<file path="src/rtl/cnn_seq_pkg.sv">
// Shared types and the constant LeNet layer table for the CNN layer sequencer.
// Also used by any block that needs to decode a layer index into its configuration.
package cnn_seq_pkg;

  typedef enum logic [2:0] {
    ST_IDLE,
    ST_SETUP,
    ST_RUN,
    ST_GAP,
    ST_DONE,
    ST_ERR
  } seq_state_t;

  typedef struct packed {
    logic       is_fc;
    logic [1:0] nth;
    logic [4:0] ofmap;
    logic [5:0] ch;
    logic [8:0] in_nodes;
    logic [6:0] out_nodes;
  } layer_cfg_t;

  localparam int LAYER_NUM = 5;

  localparam logic [1:0] START_WAIT = 2'd0;
  localparam logic [1:0] START_SA   = 2'd1;
  localparam logic [1:0] START_FC   = 2'd2;

  // Fields that do not apply to a layer type are zero so they can be driven as-is.
  localparam layer_cfg_t LAYER_TABLE [LAYER_NUM] = '{
    '{is_fc: 1'b0, nth: 2'd0, ofmap: 5'd28, ch: 6'd1, in_nodes: 9'd0,   out_nodes: 7'd0},
    '{is_fc: 1'b0, nth: 2'd1, ofmap: 5'd10, ch: 6'd6, in_nodes: 9'd0,   out_nodes: 7'd0},
    '{is_fc: 1'b1, nth: 2'd0, ofmap: 5'd0,  ch: 6'd0, in_nodes: 9'd400, out_nodes: 7'd120},
    '{is_fc: 1'b1, nth: 2'd1, ofmap: 5'd0,  ch: 6'd0, in_nodes: 9'd120, out_nodes: 7'd84},
    '{is_fc: 1'b1, nth: 2'd2, ofmap: 5'd0,  ch: 6'd0, in_nodes: 9'd84,  out_nodes: 7'd10}
  };

  function automatic layer_cfg_t layer_cfg(input logic [2:0] idx);
    layer_cfg_t cfg;
    cfg = '0;
    if (int'(idx) < LAYER_NUM) cfg = LAYER_TABLE[idx];
    return cfg;
  endfunction

  function automatic logic layer_is_fc(input logic [2:0] idx);
    layer_cfg_t cfg;
    cfg = layer_cfg(idx);
    return cfg.is_fc;
  endfunction

endpackage

</file>
<file path="src/rtl/cnn_layer_sequencer_lane_tracker.sv">
// Sticky per-lane completion mask; all_seen includes the current cycle's lane flags.
module lane_last_tracker #(
  parameter int LANES = 16
) (
  input  logic             clk,
  input  logic             rst,
  input  logic             clear,
  input  logic             en,
  input  logic [LANES-1:0] lanes,
  output logic             all_seen
);

  logic [LANES-1:0] mask_q;

  always_ff @(posedge clk or posedge rst) begin
    if (rst) begin
      mask_q <= '0;
    end else if (clear) begin
      mask_q <= '0;
    end else if (en) begin
      mask_q <= mask_q | lanes;
    end
  end

  assign all_seen = &(mask_q | ({LANES{en}} & lanes));

endmodule

</file>
<file path="src/rtl/cnn_layer_sequencer.sv">
// Walks the five LeNet layers, driving accelerator start/config and waiting for each
// layer's completion, with an inter-layer gap, a per-layer timeout and host abort.
module cnn_layer_sequencer #(
  parameter int IDLE_GAP    = 4,
  parameter int TIMEOUT_CYC = 2**20,
  parameter int TO_W        = 21
) (
  input  logic        clk,
  input  logic        rst,
  input  logic        run_i,
  input  logic        abort_i,
  input  logic [15:0] pool_last_i,
  input  logic        act_last_i,
  output logic [1:0]  start_o,
  output logic [1:0]  nth_o,
  output logic [4:0]  ofmap_size_o,
  output logic [5:0]  ifmap_ch_o,
  output logic [8:0]  in_node_num_o,
  output logic [6:0]  out_node_num_o,
  output logic [2:0]  layer_o,
  output logic        busy_o,
  output logic        done_o,
  output logic        err_o
);

  import cnn_seq_pkg::*;

  localparam int GAP_W = (IDLE_GAP > 1) ? $clog2(IDLE_GAP) : 1;

  seq_state_t       state, state_n;
  logic [2:0]       layer_q, layer_n;
  logic [TO_W-1:0]  to_cnt;
  logic [GAP_W-1:0] gap_cnt;
  logic             lanes_done, layer_done, to_hit, gap_end, last_layer;
  layer_cfg_t       nxt_cfg;

  logic [1:0]       start_n;
  logic             busy_n, done_n, err_n;

  lane_last_tracker #(.LANES(16)) u_lane_tracker (
    .clk      (clk),
    .rst      (rst),
    .clear    (state == ST_SETUP),
    .en       (state == ST_RUN),
    .lanes    (pool_last_i),
    .all_seen (lanes_done)
  );

  assign layer_done = layer_is_fc(layer_q) ? act_last_i : lanes_done;
  assign to_hit     = (to_cnt == TO_W'(TIMEOUT_CYC - 1));
  assign gap_end    = (gap_cnt == GAP_W'(IDLE_GAP - 1));
  assign last_layer = (layer_q == 3'(LAYER_NUM - 1));

  always_ff @(posedge clk or posedge rst) begin
    if (rst) begin
      state   <= ST_IDLE;
      layer_q <= '0;
      to_cnt  <= '0;
      gap_cnt <= '0;
    end else begin
      state   <= state_n;
      layer_q <= layer_n;
      to_cnt  <= (state == ST_RUN) ? to_cnt + TO_W'(1) : '0;
      gap_cnt <= (state == ST_GAP) ? gap_cnt + GAP_W'(1) : '0;
    end
  end

  // Completion is checked before timeout so a layer finishing on its last allowed cycle advances.
  always_comb begin
    state_n = state;
    layer_n = layer_q;
    case (state)
      ST_IDLE, ST_DONE, ST_ERR: begin
        if (run_i) begin
          state_n = ST_SETUP;
          layer_n = '0;
        end
      end
      ST_SETUP: state_n = ST_RUN;
      ST_RUN: begin
        if (layer_done) state_n = last_layer ? ST_DONE : ST_GAP;
        else if (to_hit) state_n = ST_ERR;
      end
      ST_GAP: begin
        if (gap_end) begin
          state_n = ST_SETUP;
          layer_n = layer_q + 3'd1;
        end
      end
      default: state_n = ST_IDLE;
    endcase
    if (abort_i) begin
      state_n = ST_IDLE;
      layer_n = '0;
    end
  end

  // Outputs are decoded from the next state so they can be registered without extra latency.
  always_comb begin
    nxt_cfg = '0;
    start_n = START_WAIT;
    busy_n  = 1'b0;
    if (state_n inside {ST_SETUP, ST_RUN, ST_GAP}) begin
      nxt_cfg = layer_cfg(layer_n);
      busy_n  = 1'b1;
    end
    if (state_n == ST_RUN) start_n = nxt_cfg.is_fc ? START_FC : START_SA;
    done_n = (state_n == ST_DONE) && (state != ST_DONE);
    err_n  = (state_n == ST_ERR);
  end

  always_ff @(posedge clk or posedge rst) begin
    if (rst) begin
      start_o        <= START_WAIT;
      nth_o          <= '0;
      ofmap_size_o   <= '0;
      ifmap_ch_o     <= '0;
      in_node_num_o  <= '0;
      out_node_num_o <= '0;
      layer_o        <= '0;
      busy_o         <= 1'b0;
      done_o         <= 1'b0;
      err_o          <= 1'b0;
    end else begin
      start_o        <= start_n;
      nth_o          <= nxt_cfg.nth;
      ofmap_size_o   <= nxt_cfg.ofmap;
      ifmap_ch_o     <= nxt_cfg.ch;
      in_node_num_o  <= nxt_cfg.in_nodes;
      out_node_num_o <= nxt_cfg.out_nodes;
      layer_o        <= layer_n;
      busy_o         <= busy_n;
      done_o         <= done_n;
      err_o          <= err_n;
    end
  end

endmodule

</file>
<file path="config.mk">
export PLATFORM = sky130hd
export DESIGN_NAME = cnn_layer_sequencer
export DESIGN_NICKNAME = d
export VERILOG_FILES = /design/src/rtl/cnn_seq_pkg.sv /design/src/rtl/cnn_layer_sequencer_lane_tracker.sv /design/src/rtl/cnn_layer_sequencer.sv
export SDC_FILE = /design/constraint.sdc
export NUM_CORES = 1
export LEC_CHECK = 0
export BUFFER_PORTS_ARGS = -buffer_cell sky130_fd_sc_hd__buf_2
export CAP_MARGIN = 30
export CELL_PAD_IN_SITES_DETAIL_PLACEMENT = 1
export CELL_PAD_IN_SITES_GLOBAL_PLACEMENT = 1
export CORE_MARGIN = 4
export CORE_UTILIZATION = 46
export DETAILED_ROUTE_END_ITERATION = 12
export PLACE_DENSITY = 0.83
export SLEW_MARGIN = 20
export SYNTH_ARGS = -nofsm -noshare
export SYNTH_HDL_FRONTEND = slang
export SYNTH_SLANG_ARGS = --single-unit
</file>
<file path="constraint.sdc">
create_clock -name clk -period 5 [get_ports clk]
set_input_delay 0.25 -clock clk [delete_from_list [all_inputs] [get_ports clk]]
set_output_delay 0.25 -clock clk [all_outputs]
set_load 0.1 [all_outputs]
</file>
======== Word-level counts from Yosys, hierarchy flattened ========
Memory sizes are Yosys's and may differ from the RTL's.
Index checks and enable logic that the tools add are counted.
storage, ports and cells
  register bits after elaboration ......... 79
  memory bits (read-only) ................. 480
  bits of input ports ..................... 21
  output and inout bits ................... 37
  word-level logic and storage cells ...... 74
  memories kept ........................... 2
operators by class
  add/subtract/negate cells ............... 3
  $lt $le $gt $ge ......................... 4
  eq/ne operators ......................... 14
  mux-type cells .......................... 26
  bitwise gates (word level) .............. 5
  reduce and logical (&&, ||, !) cells .... 6
memories
  name              words  width  read ports  clocked after memory_dff  wr ports  line               text
  (name not given)  8      30     1           0                         0         cnn_seq_pkg.sv:41  if (int'(idx) < LAYER_NUM) cfg = LAYER_TABLE[idx];
  (name not given)  8      30     1           0                         0         cnn_seq_pkg.sv:41
operator list
  kind                     count
  $mux W30                 7
  $mux W16                 2
  $or A16 B16 Y16          2
  $mux W3                  9
  $add A21 B1 Y21 const B  1
  $eq A21 B20 Y1 const B   1
  $mux W21                 1
  $and A16 B16 Y16         1
  $reduce_and A16 Y1       1
  $eq A3 B3 Y1 const B     5
  $eq A3 B2 Y1 const B     4
  $pmux W3 S4              1
  $ge A4 B4 Y1 const B     2
  $not A3 Y4               2
  $eq A3 B1 Y1 const B     2
  $lt A3 B3 Y1 const B     2
  $mux W2                  3
  $pmux W3 S2              1
  $add A3 B1 Y3 const B    1
  $logic_not A3 Y1         1
  $ne A3 B3 Y1 const B     1
  $reduce_bool A3 Y1       1
  $reduce_or A3 Y1         1
  $add A2 B1 Y2 const B    1
  4 further kinds          5

======== Logic depth before layout (Yosys ltp) ========
  depth after elaboration ................. 14
  gate-level depth with buffers ........... 9
  gate-level depth less buffers ........... 8

======== By module ========
A second synthesis with hierarchy kept.
second synthesis, totals
  cell total of the unflattened synthesis .. 302
  area, all modules ....................... 3,076.7 um^2
by module, submodules not included
  module               times used  cells an instance  area an instance (um^2)  seq. area each (um^2)
  cnn_layer_sequencer  1           242                2,449.8                  1,126.1
  lane_last_tracker    1           60                 626.9                    400.4

======== Least setup slack after synthesis ========
No wires, ideal clock.
  path type ............................... register to register
  start point ............................. reg layer_o[1] (netlist name)
  end point ............................... reg in_node_num_o[7]
  library setup time ...................... 0.081 ns
  arrival ................................. 2.679 ns
  required time ........................... 4.919 ns
  setup slack ............................. 2.240 ns
  cell stages (with the launch flop) ...... 9
  buffers on the path ..................... 1
  period minus slack after synthesis ...... 2.760 ns
  path through ............................ dfrtp_1 or3b_2 o211ai_1 nor4_2 a31oi_2 a211o_1 a32o_1 buf_6 nor3_2
RTL lines
  item                  line                        text
  to (signal assigned)  cnn_layer_sequencer.sv:129  in_node_num_o <= nxt_cfg.in_nodes;
  to (decl)             cnn_layer_sequencer.sv:18   output logic [8:0] in_node_num_o,

==> run summary <==
====================================================================================
Outcome ............................................................... finished, final reports clean
Achievable frequency ..................................................    0.321 GHz
Post-cts gate resize count ............................................            0
Total iterations of the first detailed-routing run ....................            4
Synth area leaders .................................................... sky130_fd_sc_hd__dfrtp_1, sky130_fd_sc_hd__nor2_1, sky130_fd_sc_hd__buf_4, sky130_fd_sc_hd__and4bb_2, sky130_fd_sc_hd__xor2_1
Share of total power consumed by net switching ........................        0.272
Number of enable flip-flop cells after synthesis ......................            0
Number of buffers inserted for hold repair after clock tree synthesis .            0
Initial DRC count .....................................................           68
Critical setup path kind ..............................................      reg2reg
Worst slack at placement ..............................................      1.92 ns
Maximum vdd drop ......................................................       180 uV
Die extent in y .......................................................      89.5 um
Met3 GRT Util .........................................................       0.0673
Endpoint type of the worst setup path .................................     register
Number of max-cap violations ..........................................            0
Final period util .....................................................        0.623
Placed cell area ......................................................    3240 um^2
Fill cells ............................................................          727
Final setup viols .....................................................            0
Reg2reg start .........................................................     state[1]
Post-layout nets ......................................................          369
Combinational power share .............................................        0.138
Min Hold Slack ........................................................    0.0231 ns
Clock transition at path regs .........................................      0.07 ns
R2R setup slack .......................................................      1.88 ns
Final hold viol count .................................................            0
Part of the total power dissipated in the clock network ...............        0.434
Buffers inserted by post-CTS timing repair ............................            0
PnR worst setup slack .................................................      1.88 ns
Leakage power total ...................................................      1.72 nW
Met2 usage ............................................................        0.348
Wirelength per Cell ...................................................      17.7 um
Initial Util ..........................................................        0.478
First-pass GRT wire length ............................................      12.4 mm
Synth top area share ..................................................        0.500
Net switching component of the power ..................................     0.355 mW
Vias in the first global route ........................................         2415
Synthesized netlist cell count ........................................          304
Sequential share of the synthesized area ..............................        0.500
Num Clock Sinks .......................................................           61
Internal power ........................................................     0.949 mW
TritonCTS clock tree ..................................................        built
Minimum clock period after layout .....................................      3.12 ns
DRC errors left .......................................................            0
Floorplan core area ...................................................    6390 um^2
Layout Cells excl Fill ................................................          426
Worst setup path startpoint ...........................................     state[1]
Core Util, Final ......................................................        0.548
Worst R2R Path Depth ..................................................            7
Setup clock skew after layout .........................................   0.00831 ns
Total routed wirelength ...............................................      7.54 mm
Post-synth top cells .................................................. sky130_fd_sc_hd__dfrtp_1, sky130_fd_sc_hd__nor2_1, sky130_fd_sc_hd__buf_4
Number of port buffers ................................................           50
TritonCTS Buffers .....................................................            9
Power per standard cell area ..........................................  372 nW/um^2
Main synth FF type .................................................... sky130_fd_sc_hd__dfrtp_1
CP Max Fanout .........................................................           26
Residual antenna-violating net count after detailed routing ...........            0
CTS Root Cell ......................................................... sky130_fd_sc_hd__clkbuf_8
CP Data Arrival Time ..................................................      3.36 ns
Top Ports .............................................................           58
Setup TNS .............................................................         0 ns
Num rows ..............................................................           29
Design Area, Final ....................................................    3500 um^2
Growth of design area from synthesis to finish ........................        14.7%
Diode count ...........................................................            0
CTS HTree Levels ......................................................            3
Cell total after placement ............................................          410
Worst hold path type ..................................................     in2async
Residual overflow from global routing .................................            0
Global placement routability congestion ...............................        0.874
Post-Synthesis Mean Instance Area .....................................    10.0 um^2
CTS Buffer Depth ......................................................            2
Fraction of final layout cells sized beyond drive strength 1 ..........        0.261
Count of vias placed by the detailed router ...........................         2385
Number of antenna violations at the first check in global routing .....            0
Worst Tran Pin Value ..................................................     0.772 ns
Total design power ....................................................      1.30 mW
Total global-route track usage ........................................        0.211
Endpoint of the worst setup timing path ............................... out_node_num_o[3]
Share of power burned in registers ....................................        0.428
Share of flip-flops with an asynchronous set or reset .................         1.00
End of the worst register-to-register path ............................ out_node_num_o[3]
DPL Wire Length .......................................................      5.15 mm
Kind of start point of the critical path ..............................     register
Met1 track demand over resource .......................................        0.262
Worst skew pair latency ...............................................      0.35 ns
Largest net degree at the start of global routing .....................           36
Netlist area before placement .........................................    3050 um^2
Setup repair after global routing missed its margin ...................           no
Critical Path RT ......................................................      5.25 ns
Top Usage Layer GRT ...................................................         met2
Number of flip-flops and latches in the synthesized netlist ...........           61
Top-count cell post-synth ............................................. sky130_fd_sc_hd__dfrtp_1
Yosys warning count ...................................................            0
Unique cell type count in the Yosys netlist ...........................           48
Normalized max-slew margin ............................................        0.486
Post-synth top area cell .............................................. sky130_fd_sc_hd__dfrtp_1
Final Max Tran Viols ..................................................            0
Area of the die .......................................................    8000 um^2
Vias per Instance .....................................................         5.60
Die Span X ............................................................      89.5 um
====================================================================================
area by class of cell:
cell class              instances  area (um^2)  area share
clock buffers                  13          169      0.0482
clock inverters                 3         90.1      0.0257
inverters                       7         26.3     0.00750
multi-input cells             213         1330       0.378
flip-flops and latches         61         1530       0.436
well taps                      77         96.3      0.0275
repair buffers                 52          269      0.0768
layout by cell type (no fill, tap or decap), types with 8 or more instances in the layout:
cell type                  count
sky130_fd_sc_hd__xor2_1       13
sky130_fd_sc_hd__nand2_1      16
sky130_fd_sc_hd__and3_1        8
sky130_fd_sc_hd__clkbuf_8     12
sky130_fd_sc_hd__nor2_1       59
sky130_fd_sc_hd__nand3_1       9
sky130_fd_sc_hd__and4bb_2     10
sky130_fd_sc_hd__a21oi_1      14
sky130_fd_sc_hd__buf_2        50
sky130_fd_sc_hd__dfrtp_1      61
flip-flops by register name (all words and copies together) (netlist names):
register               flops
busy_o                     1
gap_cnt                    2
ifmap_ch_o                 2
out_node_num_o             2
state                      3
done_o                     1
err_o                      1
u_lane_tracker.mask_q     16
ofmap_size_o               1
in_node_num_o              5
nth_o                      1
layer_o                    3
to_cnt                    21
start_o                    2
power groups by stage:
stage               clock, mW  combinational, mW  sequential, mW
floorplan                   0              0.134           0.579
global placement            0              0.173           0.565
detailed placement          0              0.181           0.566
CTS                     0.579              0.183           0.557
global route            0.608              0.199           0.563
finish                  0.566              0.180           0.558
logic make-up (layout without fill, tap and decap cells):
kind of cell             count (synthesis)  after routing  synth area share
adder cells (fa/ha/maj)                  4              4            0.0164
flip-flops                              61             61             0.500
AO/OA/AOI/OAI                           44             44            0.0955
buffers and inverters                   36             75            0.0734
other                                    1              7           0.00123
multiplexers                             1              1           0.00328
AND/OR/NAND/NOR                        139            139             0.259
XOR/XNOR                                18             18            0.0516
routing by layer:
metal	share of wire	wire length (um)	vias to the layer above
li1	-	-	1111
met3	0.044	331	7
met1	0.41	3100	1210
met5	0	0	-
met4	0.012	87	0
met2	0.53	4020	57
critical path, stage by stage (launching register included):
cell                      delay, ns
sky130_fd_sc_hd__dfrtp_1       0.82
sky130_fd_sc_hd__nor3b_4       0.51
sky130_fd_sc_hd__a21oi_1       0.17
sky130_fd_sc_hd__nor4_2        0.26
sky130_fd_sc_hd__a31oi_2       0.21
sky130_fd_sc_hd__a211o_1       0.34
sky130_fd_sc_hd__a32o_1        0.43
sky130_fd_sc_hd__nor3_1        0.28
worst min-delay path by stage:
stage	cells past startpoint	end	start
after global placement	2	to_cnt[12]	rst
after detailed placement	2	to_cnt[17]	rst
after CTS	2	to_cnt[10]	rst
after floorplan	1	layer_o[1]	abort_i
after global routing	2	to_cnt[10]	rst
final	2	to_cnt[10]	rst
No activity file was read; power rests on OpenSTA's default activity.
